[src/rtl/mul_err_sweep_ctrl.sv]
// Exhaustive error sweep sequencer for one W x W approximate multiplier instance.
// Drives every operand pair, compares the returned product and accumulates error stats.
module mul_err_sweep_ctrl #(
  parameter int unsigned W   = 6,
  parameter int unsigned LAT = 0
) (
  input  logic             clk,
  input  logic             rst,
  input  logic             start,
  input  logic             abort,
  output logic [W-1:0]     op_a,
  output logic [W-1:0]     op_b,
  input  logic [2*W-1:0]   app_p,
  output logic             busy,
  output logic             done,
  output logic             res_valid,
  output logic [2*W:0]     err_count,
  output logic [2*W-1:0]   max_err,
  output logic [4*W-1:0]   sum_err
);

  localparam int unsigned PW = 2 * W;
  localparam logic [PW-1:0] VecLast = '1;

  typedef enum logic [1:0] {StIdle, StRun, StDrain, StDone} state_e;

  state_e          state_q, state_d;
  logic [PW-1:0]   vec_q;
  logic            cmp_busy_q;
  logic            res_valid_q;
  logic [PW:0]     err_count_q;
  logic [PW-1:0]   max_err_q;
  logic [2*PW-1:0] sum_err_q;

  logic            run_v;
  logic            flush;
  logic [PW-1:0]   prod;
  logic [PW-1:0]   exact;
  logic            cmp_v;
  logic            dl_busy;
  logic [PW-1:0]   err;

  assign op_a  = vec_q[PW-1:W];
  assign op_b  = vec_q[W-1:0];
  assign run_v = (state_q == StRun);
  assign flush = abort && ((state_q == StRun) || (state_q == StDrain));
  assign prod  = PW'(op_a) * PW'(op_b);

  // Exact product travels alongside the multiplier latency so each compare sees its own vector.
  if (LAT == 0) begin : g_no_dl
    assign exact   = prod;
    assign cmp_v   = run_v;
    assign dl_busy = 1'b0;
  end else begin : g_dl
    logic [PW-1:0]  dl_p_q [LAT];
    logic [LAT-1:0] dl_v_q;

    always_ff @(posedge clk) begin
      if (rst || flush) begin
        dl_v_q <= '0;
        for (int i = 0; i < LAT; i++) dl_p_q[i] <= '0;
      end else begin
        dl_p_q[0] <= prod;
        dl_v_q[0] <= run_v;
        for (int i = 1; i < LAT; i++) begin
          dl_p_q[i] <= dl_p_q[i-1];
          dl_v_q[i] <= dl_v_q[i-1];
        end
      end
    end

    assign exact   = dl_p_q[LAT-1];
    assign cmp_v   = dl_v_q[LAT-1];
    assign dl_busy = |dl_v_q;
  end

  assign err = (exact >= app_p) ? (exact - app_p) : (app_p - exact);

  always_ff @(posedge clk) begin
    if (rst) begin
      state_q <= StIdle;
    end else begin
      state_q <= state_d;
    end
  end

  always_comb begin
    state_d = state_q;
    unique case (state_q)
      StIdle: begin
        if (start) state_d = StRun;
      end
      StRun: begin
        if (abort) begin
          state_d = StIdle;
        end else if (vec_q == VecLast) begin
          state_d = StDrain;
        end
      end
      StDrain: begin
        if (abort) begin
          state_d = StIdle;
        end else if (!dl_busy && !cmp_v && !cmp_busy_q) begin
          state_d = StDone;
        end
      end
      StDone: state_d = StIdle;
      default: state_d = StIdle;
    endcase
  end

  always_comb begin
    busy = (state_q == StRun) || (state_q == StDrain);
    done = (state_q == StDone);
  end

  always_ff @(posedge clk) begin
    if (rst) begin
      vec_q       <= '0;
      cmp_busy_q  <= 1'b0;
      res_valid_q <= 1'b0;
      err_count_q <= '0;
      max_err_q   <= '0;
      sum_err_q   <= '0;
    end else begin
      cmp_busy_q <= cmp_v && !flush;
      if ((state_q == StIdle) && start) begin
        vec_q       <= '0;
        res_valid_q <= 1'b0;
        err_count_q <= '0;
        max_err_q   <= '0;
        sum_err_q   <= '0;
      end
      // The operand register doubles as the vector counter; it parks at zero outside RUN.
      if (state_q == StRun) begin
        vec_q <= (flush || (vec_q == VecLast)) ? '0 : vec_q + PW'(1);
      end
      if (cmp_v && !flush) begin
        if (err != '0) err_count_q <= err_count_q + (PW + 1)'(1);
        if (err > max_err_q) max_err_q <= err;
        sum_err_q <= sum_err_q + (2 * PW)'(err);
      end
      if (state_d == StDone) res_valid_q <= 1'b1;
    end
  end

  assign res_valid = res_valid_q;
  assign err_count = err_count_q;
  assign max_err   = max_err_q;
  assign sum_err   = sum_err_q;

endmodule

[config.mk]
export PLATFORM = sky130hd
export DESIGN_NAME = mul_err_sweep_ctrl
export DESIGN_NICKNAME = d
export VERILOG_FILES = /design/src/rtl/mul_err_sweep_ctrl.sv
export SDC_FILE = /design/constraint.sdc
export NUM_CORES = 1
export LEC_CHECK = 0
export ABC_CLOCK_PERIOD_IN_PS = 8700
export CORE_AREA = 2 2 106 133
export CTS_BUF_LIST = sky130_fd_sc_hd__clkbuf_4 sky130_fd_sc_hd__clkbuf_8
export DETAILED_ROUTE_END_ITERATION = 8
export DIE_AREA = 0 0 108 135
export GPL_ROUTABILITY_DRIVEN = 0
export GPL_TIMING_DRIVEN = 0
export PLACE_DENSITY = 0.68
export RECOVER_POWER = 25
export SKIP_CTS_REPAIR_TIMING = 1
export SLEW_MARGIN = 20
export SYNTH_ARGS = -nofsm -noshare
export SYNTH_HDL_FRONTEND = slang
export SYNTH_SLANG_ARGS = --single-unit
[constraint.sdc]
create_clock -name clk -period 8.7 [get_ports clk]
set_input_delay 1.305 -clock clk [delete_from_list [all_inputs] [get_ports clk]]
set_output_delay 1.305 -clock clk [all_outputs]
set_load 0.02 [all_outputs]
## After elaboration in Yosys (flattened, before gate mapping)

Cells that the tools add are included.

| storage, ports and cells | value |
|---|---|
| register bits after elaboration | 65 |
| input port bits | 16 |
| output and inout port bits | 64 |
| logic and storage cells | 54 |

| cells by class | value |
|---|---|
| add/sub/neg operators | 5 |
| $mul | 1 |
| $lt $le $gt $ge | 2 |
| eq/ne operators | 5 |
| muxes and demuxes | 20 |
| reductions and logical operators | 14 |

Operators with widths:

| operator | number |
|---|---|
| $mux W12 | 7 |
| $mux W24 | 2 |
| $mux W13 | 3 |
| $add A24 B12 Y24 | 1 |
| $sub A12 B12 Y12 | 2 |
| $add A13 B1 Y13 const B | 1 |
| $add A12 B1 Y12 const B | 1 |
| $eq A12 B12 Y1 const B | 1 |
| $ge A12 B12 Y1 | 1 |
| $gt A12 B12 Y1 | 1 |
| $mul A6 B6 Y12 | 1 |
| $reduce_bool A12 Y1 | 1 |
| $mux W2 | 5 |
| $pmux W2 S4 | 1 |
| $eq A2 B2 Y1 const B | 3 |
| $reduce_bool A2 Y1 | 3 |
| $logic_and A1 B1 Y1 | 4 |
| $logic_not A1 Y1 | 3 |
| $eq A2 B1 Y1 const B | 1 |
| $logic_not A2 Y1 | 1 |
| $logic_or A1 B1 Y1 | 2 |
| $mux W1 | 2 |

## Depth between registers and ports, before layout

Gate-level depths: netlist (run 1).

| logic depth | value |
|---|---|
| depth after elaboration | 8 |
| mapped depth | 35 |
| gate-level depth less buffers | 32 |

## Worst setup path before layout (run 1)

Ideal clock, no wire load.

| timing path | value |
|---|---|
| path type | reg-to-reg |
| start | register vec_q[5] |
| end | register sum_err_q[16] (netlist: sum_err[16]) |
| setup time | 0.131 ns |
| arrival | 7.299 ns |
| required time | 8.569 ns |
| setup slack | 1.270 ns |
| cell stages (with the launch flop) | 33 |
| path buffers | 3 |
| period minus slack after synthesis | 7.430 ns |
| cells stage by stage | dfxtp_1 clkbuf_1 nand2_1 fa_1 fa_1 fa_1 inv_1 ha_1 a21oi_1 o21bai_1 a21oi_1 o21bai_1 a21oi_1 xnor2_1 ha_1 a21oi_1 o31ai_1 and2_1 buf_2 nor3_2 mux2i_1 inv_1 fa_1 nor2b_1 o21ai_0 a21boi_0 o21ai_0 a21oi_1 a41oi_1 a211o_1 clkbuf_1 o211ai_1 o41ai_1 |

| on the way | value |
|---|---|
| word-level cells in the longest chain between the ends | 5 |
| elaborated cells between the ends (all ways) | 7 |
| those cells by class | add/sub (3); mul (1); order compare (1); mux (2) |

Ends and longest elaborated chain:

| what | RTL line | source |
|---|---|---|
| start, declared | 28 | `logic [PW-1:0] vec_q;` |
| start signal, assigned | 136 | `vec_q <= (flush \|\| (vec_q == VecLast)) ? '0 : vec_q + PW'(1);` |
| $mul A6 B6 Y12 (*) | 47 | `assign prod = PW'(op_a) * PW'(op_b);` |
| $sub A12 B12 Y12 or $ge A12 B12 Y1 (tied branches) | 77 | `assign err = (exact >= app_p) ? (exact - app_p) : (app_p - exact);` |
| $mux W12 (*) | 77 |  |
| $add A24 B12 Y24 (*) | 141 | `sum_err_q <= sum_err_q + (2 * PW)'(err);` |
| $mux W24 (*) | 138 | `if (cmp_v && !flush) begin` |
| end signal, assigned | 141 |  |
| end, declared | 33 | `logic [2*PW-1:0] sum_err_q;` |

Every way passes the cells marked *; elsewhere a longest branch is shown, timed or not.
A chain may end at the register's enable or synchronous reset.

## Final worst setup path (run 1)

| timing path | value |
|---|---|
| start | register vec_q[9] |
| end | register sum_err_q[22] (netlist: sum_err[22]) |

The elaborated chain is that of the path after synthesis.

==> flow_summary.yaml, run 1 <==
route:
  wl_met1_um: 7470
  top_layer_used: "met4"
  drc: 0
  wl_per_cell_um: 16.3
  wl_met2_um: 8700
  drt_wl_total_um: 17600
  vias_per_cell: 5.83
  firstDrtPassIters: 4
  wl_met3_um: 818
  vias: 6290
  drt_iter0_drc: 305
  ant_nets: 0
synthesis:
  synth_top_family_by_area: "compound AO/OA/AOI/OAI gates"
  yosysWarnings: 0
  synthAdderAreaFrac_pct: 20.8
  ys_ff_latch: 65
  synth_xor_area_share_pct: 2.47
  ys_types: 75
  avgSynthCellArea_um2: 7.82
  syn_inst: 816
  yosys_most_used_dff: "dfxtp_1"
  yosysSeqAreaShare_pct: 20.4
  synth_compound_area_share_pct: 24.0
  synth_mux_area_share_pct: 0.824
  synth-edff-count: 0
  synth_area_um2: 6380
  synth_nets: 926
  synthArstFlopShare_pct: 0
  yosys.area_share.simple_pct: 23.1
layout:
  layout_commonest_cell: "inv_1"
  stdcell_count: 1079
  antennaDiodeCount: 0
  syn_to_final_growth_pct: 19.5
  most-common-layout-cells: "inv_1 (99), ha_1 (74), dfxtp_1 (65)"
  layout-drive-gt1-share_pct: 6.83
  final_area_um2: 7620
  fin_nets: 1013
  finish.utilization_pct: 57.6
power_and_ir_drop:
  powerDensity_nw_per_um2: 98.7
  ir_worst_vdd_v: 0.000118
  p_leak_nw: 3.28
global_route:
  grt_usage_pct: 24.7
  grt_pass1_vias: 6340
  grt_max_degree: 12
  grt_pass1_wl_um: 29100
  grt_overflow: 0
  grt_antenna_before_repair: 0
floorplan:
  core-area_um2: 13200
  start_util_pct: 48.2
  fp.dieW_um: 108
  rows: 47
  top_level_ports: 80
  dieArea_um2: 14600
  die_height_um: 135
sta:
  fin_skew_ns: 0.00845
  hold_viol_final: 0
  worst_slew_pin_slew_ns: 0.991
  slew_viol_final: 0
  rsz0062_at_grt: "no"
  min_period_over_period_pct: 94.1
  setup_viol: 0
  fin_crit_ns: 8.19
  tns_ns: 0
  fmax_mhz: 122
  slew_headroom_pct: 33.9
worst_setup_path:
  cp_slowest_cell: "fa_1"
  critPathMaxStageDelay_ns: 0.55
  path_common_cell: "fa_1"
  crit_path_end_kind: "register"
  cp.arrival_ns: 8.41
  cp-start-kind: "register"
  reg2reg_depth: 34
  cp.depth: 34
  path_delay_family: "adder cells"
  crit_type: "reg -> reg"
  critPathRequiredTime_ns: 8.92
  crit_buf_inv: 6
  crit_path_max_fanout: 10
outcome:
  status: "completed"
clock_network:
  root_buffer: "clkbuf_8"
  clk_latency_ns: 0.35
  clk_pin_slew_worst_paths_ns: 0.07
  cts_buffers: 9
  cts.htree.levels: 3
  cts_num_sinks: 65
  cts_tree: "done"
  cts_max_path_buffers: 2
hold_path:
  hold_class: "reg -> reg"
  hold_depth: 1
job:
  maxCapViolations: 0
placement:
  place_area_um2: 7370
  post-place-cells: 1065
  port_buffers: 78
  post-dp-hpwl_um: 13800
layout make-up:
| class | count | area (um^2) |
|---|---|---|
| repair buffers | 80 | 796 |
| clock buffers | 13 | 160 |
| multi-input cells | 613 | 4580 |
| fillers | 1244 | 5610 |
| flip-flops and latches | 65 | 1300 |
| inverters | 99 | 372 |
| plain buffers | 35 | 159 |
| well taps | 171 | 214 |
| clock inverters | 3 | 40.0 |
cell families after synthesis:
family,Yosys count
muxes,5
xor gates and xnor gates,18
buffers and inverters,138
DFF,65
adders and majority gates,94
AOI/OAI and AO/OA,216
and+or+nand+nor,280
per-layer routing:
layer  GRT usage [%]  vias up
met5               0        -
met4            12.3        0
met3            5.07       47
met2            42.5      160
met1            28.9     3004
li1                -     3079
metrics by stage:
stage | total power [mW] | hold WS [ns] | setup WS (ns)
2_1_floorplan | 0.434 | 0.546 | 1.27
3_3_place_gp | 0.484 | 0.470 | 0.253
3_5_place_dp | 0.488 | 0.473 | 0.0501
4_1_cts | 0.754 | 0.480 | 0.0239
5_1_grt | 0.788 | 0.495 | 0.0100
6_report | 0.752 | 0.475 | 0.514
cells in the mapped netlist (4+ instances only):
library cell | count | area (um^2)
inv_1 | 99 | 372
a211o_1 | 4 | 35.0
and3_1 | 12 | 75.1
o21ai_2 | 8 | 70.1
o31a_1 | 5 | 43.8
nor3_1 | 12 | 60.1
a21o_1 | 19 | 143
a31oi_1 | 6 | 37.5
o31ai_1 | 7 | 52.6
or4_1 | 7 | 52.6
buf_2 | 6 | 30.0
ha_1 | 74 | 926
or3_1 | 10 | 62.6
nand3_1 | 35 | 175
and2_1 | 28 | 175
fa_1 | 20 | 400
clkbuf_1 | 30 | 113
o21a_1 | 4 | 30.0
o41ai_1 | 10 | 87.6
xor2_1 | 4 | 35.0
nand3b_1 | 11 | 82.6
a22oi_1 | 10 | 75.1
a21oi_1 | 54 | 270
a211oi_1 | 7 | 52.6
nand4_1 | 9 | 56.3
dfxtp_1 | 65 | 1300
xnor2_1 | 14 | 123
nand2_1 | 58 | 218
nand2b_1 | 8 | 50.1
o21ai_0 | 25 | 125
o211ai_1 | 13 | 97.6
nor2b_1 | 11 | 68.8
o2111ai_1 | 4 | 35.0
nor4_1 | 4 | 25.0
nor2_1 | 59 | 221
o21bai_1 | 6 | 45.0
path summary, 6_finish.rpt:
kind,startpoint,endpoint,slack [ns]
worst max-delay path,vec_q[9],sum_err[22],0.51
worst min-delay path,sum_err[23],sum_err[23],0.48
worst max register to register,vec_q[9],sum_err[22],0.51
worst min register to register,sum_err[23],sum_err[23],0.48
power by group:
group          switching (mW)  internal [mW]  leakage [nW]
logic                   0.106         0.0694          2.64
registers             0.00682          0.303         0.525
clock network           0.118          0.149         0.108
total                   0.231          0.522          3.28
sequential cells by signal, summed over array words and instances (netlist names):
register    flops
res_valid       1
err_count      13
sum_err        24
max_err        12
state_q         2
cmp_busy_q      1
vec_q          12
Power figures use the tool's default switching activity.
==> run 2, diff against run 1 <==
--- a/config.mk
+++ b/config.mk
@@ -5,14 +5,14 @@
 export SDC_FILE = /design/constraint.sdc
 export NUM_CORES = 1
 export LEC_CHECK = 0
-export ABC_CLOCK_PERIOD_IN_PS = 8700
+export ABC_CLOCK_PERIOD_IN_PS = 6900
 export CORE_AREA = 2 2 106 133
 export CTS_BUF_LIST = sky130_fd_sc_hd__clkbuf_4 sky130_fd_sc_hd__clkbuf_8
 export DETAILED_ROUTE_END_ITERATION = 8
 export DIE_AREA = 0 0 108 135
 export GPL_ROUTABILITY_DRIVEN = 0
 export GPL_TIMING_DRIVEN = 0
-export PLACE_DENSITY = 0.68
+export PLACE_DENSITY = 0.71
 export RECOVER_POWER = 25
 export SKIP_CTS_REPAIR_TIMING = 1
 export SLEW_MARGIN = 20
==> constraint.sdc (replaced) <==
create_clock -name clk -period 6.9 [get_ports clk]
set_input_delay 1.035 -clock clk [delete_from_list [all_inputs] [get_ports clk]]
set_output_delay 1.035 -clock clk [all_outputs]
set_load 0.02 [all_outputs]
==> run 2 against run 1 <==
The run now ends with setup timing left. Hold slack gained 0.0090 ns. First-iteration DRC count grew 19%. Non-clock buffer count grew 52. Global-route usage shrank 1.3 points. Clock power grew 9.7%. Sequential cell count is the same. Critical path depth is the same. Die area is the same. Setup slack lost 0.76 ns. Total power grew 24%. Register-to-register slack lost 0.76 ns. Wire length grew 4.3%. Critical path type unchanged.
==> flow_summary.yaml, run 2 (same netlist as run 1, synthesis figures left out) <==
clock_network:
  cts_tree: "done"
  cts_num_sinks: 65
  cts_buffers: 9
  clk_pin_slew_worst_paths_ns: 0.07
  cts_max_path_buffers: 2
  clk_latency_ns: 0.35
  cts.htree.levels: 3
  root_buffer: "clkbuf_8"
sta:
  slew_headroom_pct: 37.1
  hold_slack_ns: 0.484
  worst_slew_pin_slew_ns: 0.944
  rsz0062_at_grt: "yes"
  fin_crit_ns: 7.14
  fin_skew_ns: 0.00572
  slew_viol_final: 0
  min_period_over_period_pct: 104
  fmax_mhz: 140
  final.setup.worst_slack_ns: -0.243
  setup_viol: 24
  hold_viol_final: 0
route:
  vias: 6475
  drt_wl_total_um: 18400
  vias_per_cell: 5.73
  wl_per_cell_um: 16.3
  drc: 0
  ant_nets: 0
  firstDrtPassIters: 8
  drt_iter0_drc: 363
hold_path:
  hold_class: "reg -> reg"
layout:
  antennaDiodeCount: 0
  fin_nets: 1065
  layout_commonest_cell: "inv_1"
  layout-drive-gt1-share_pct: 19.9
  most-common-layout-cells: "inv_1 (96), clkdlybuf4s50_1 (77), ha_1 (64)"
  stdcell_count: 1130
  largest_reg_flops: 24
  syn_to_final_growth_pct: 32.6
placement:
  port_buffers: 78
  post-dp-hpwl_um: 13100
  post-place-cells: 1065
worst_setup_path:
  critPathRequiredTime_ns: 7.13
  crit_path_end_kind: "register"
  cp.arrival_ns: 7.37
  crit_type: "reg -> reg"
  cp_slowest_cell: "fa_1"
  cp-start-kind: "register"
  crit_path_max_fanout: 6
  critPathMaxStageDelay_ns: 0.51
floorplan:
  top_level_ports: 80
  start_util_pct: 48.2
  die_height_um: 135
  dieArea_um2: 14600
  rows: 47
  fp.dieW_um: 108
  core-area_um2: 13200
global_route:
  grt_antenna_before_repair: 0
  grt_pass1_wl_um: 27500
  grt_pass1_vias: 5608
  grt_usage_pct: 23.4
  grt_max_degree: 12
  grt_overflow: 0
power_and_ir_drop:
  ir_worst_vdd_v: 0.000120
  powerDensity_nw_per_um2: 110
  p_leak_nw: 3.56
outcome:
  violations: "setup timing"
  status: "complete, but fails checks"
job:
  maxCapViolations: 0
[run 2: critical path: cells and delay by family (launching register included)]
family,cells,cell delay (ns)
AOI/OAI and AO/OA,15,2.40
xor gates and xnor gates,1,0.27
adders and majority gates,6,2.31
buffers and inverters,6,0.60
DFF,1,0.33
muxes,1,0.34
and+or+nand+nor,5,0.79
[run 2: worst paths after layout]
path / startpoint / to / slack [ns] / cells past startpoint
hold reg to reg: sum_err[9] / sum_err[9] / 0.48 / 2
hold / removal: sum_err[9] / sum_err[9] / 0.48 / 2
setup / recovery: vec_q[11] / sum_err[18] / -0.24 / 34
setup reg to reg: vec_q[11] / sum_err[18] / -0.24 / 34
[run 2: power by group]
group	switching (mW)	internal [mW]
Combinational	0.146	0.108
Clock	0.148	0.145
Sequential	0.00943	0.379
[run 2: area by class of cell]
type                            instances  area (um^2)
Inverter                               99          372
Clock buffer                           12          153
Timing Repair Buffer                  137         1220
Fill cell                            1201         4770
Multi-Input combinational cell        613         4970
Sequential cell                        65         1340
Tap cell                              171          214
Buffer                                 30          166
Clock inverter                          3         17.5
[run 2: stage by stage]
stage	setup TNS [ns]	cell area (um^2)	total power [mW]	utilization [%]	worst slack [ns]
detailed placement	-25.16	7480	0.616	56.6	-0.937
finish	-2.00	8460	0.935	63.9	-0.243
CTS	-26.28	7650	0.908	57.9	-0.965
floorplan	0	6490	0.549	-	0.0374
global placement	-22.74	7480	0.615	56.6	-0.818
global route	-9.59	8460	0.979	63.9	-0.529
[run 2: metal layers]
layer  up-vias  track usage [%]  wire length, um
met1      3090             30.1             7930
met3        26             3.76              897
met4         0             8.55              308
met5         -                0                0
met2       182             39.5             9260
li1       3177                -                -
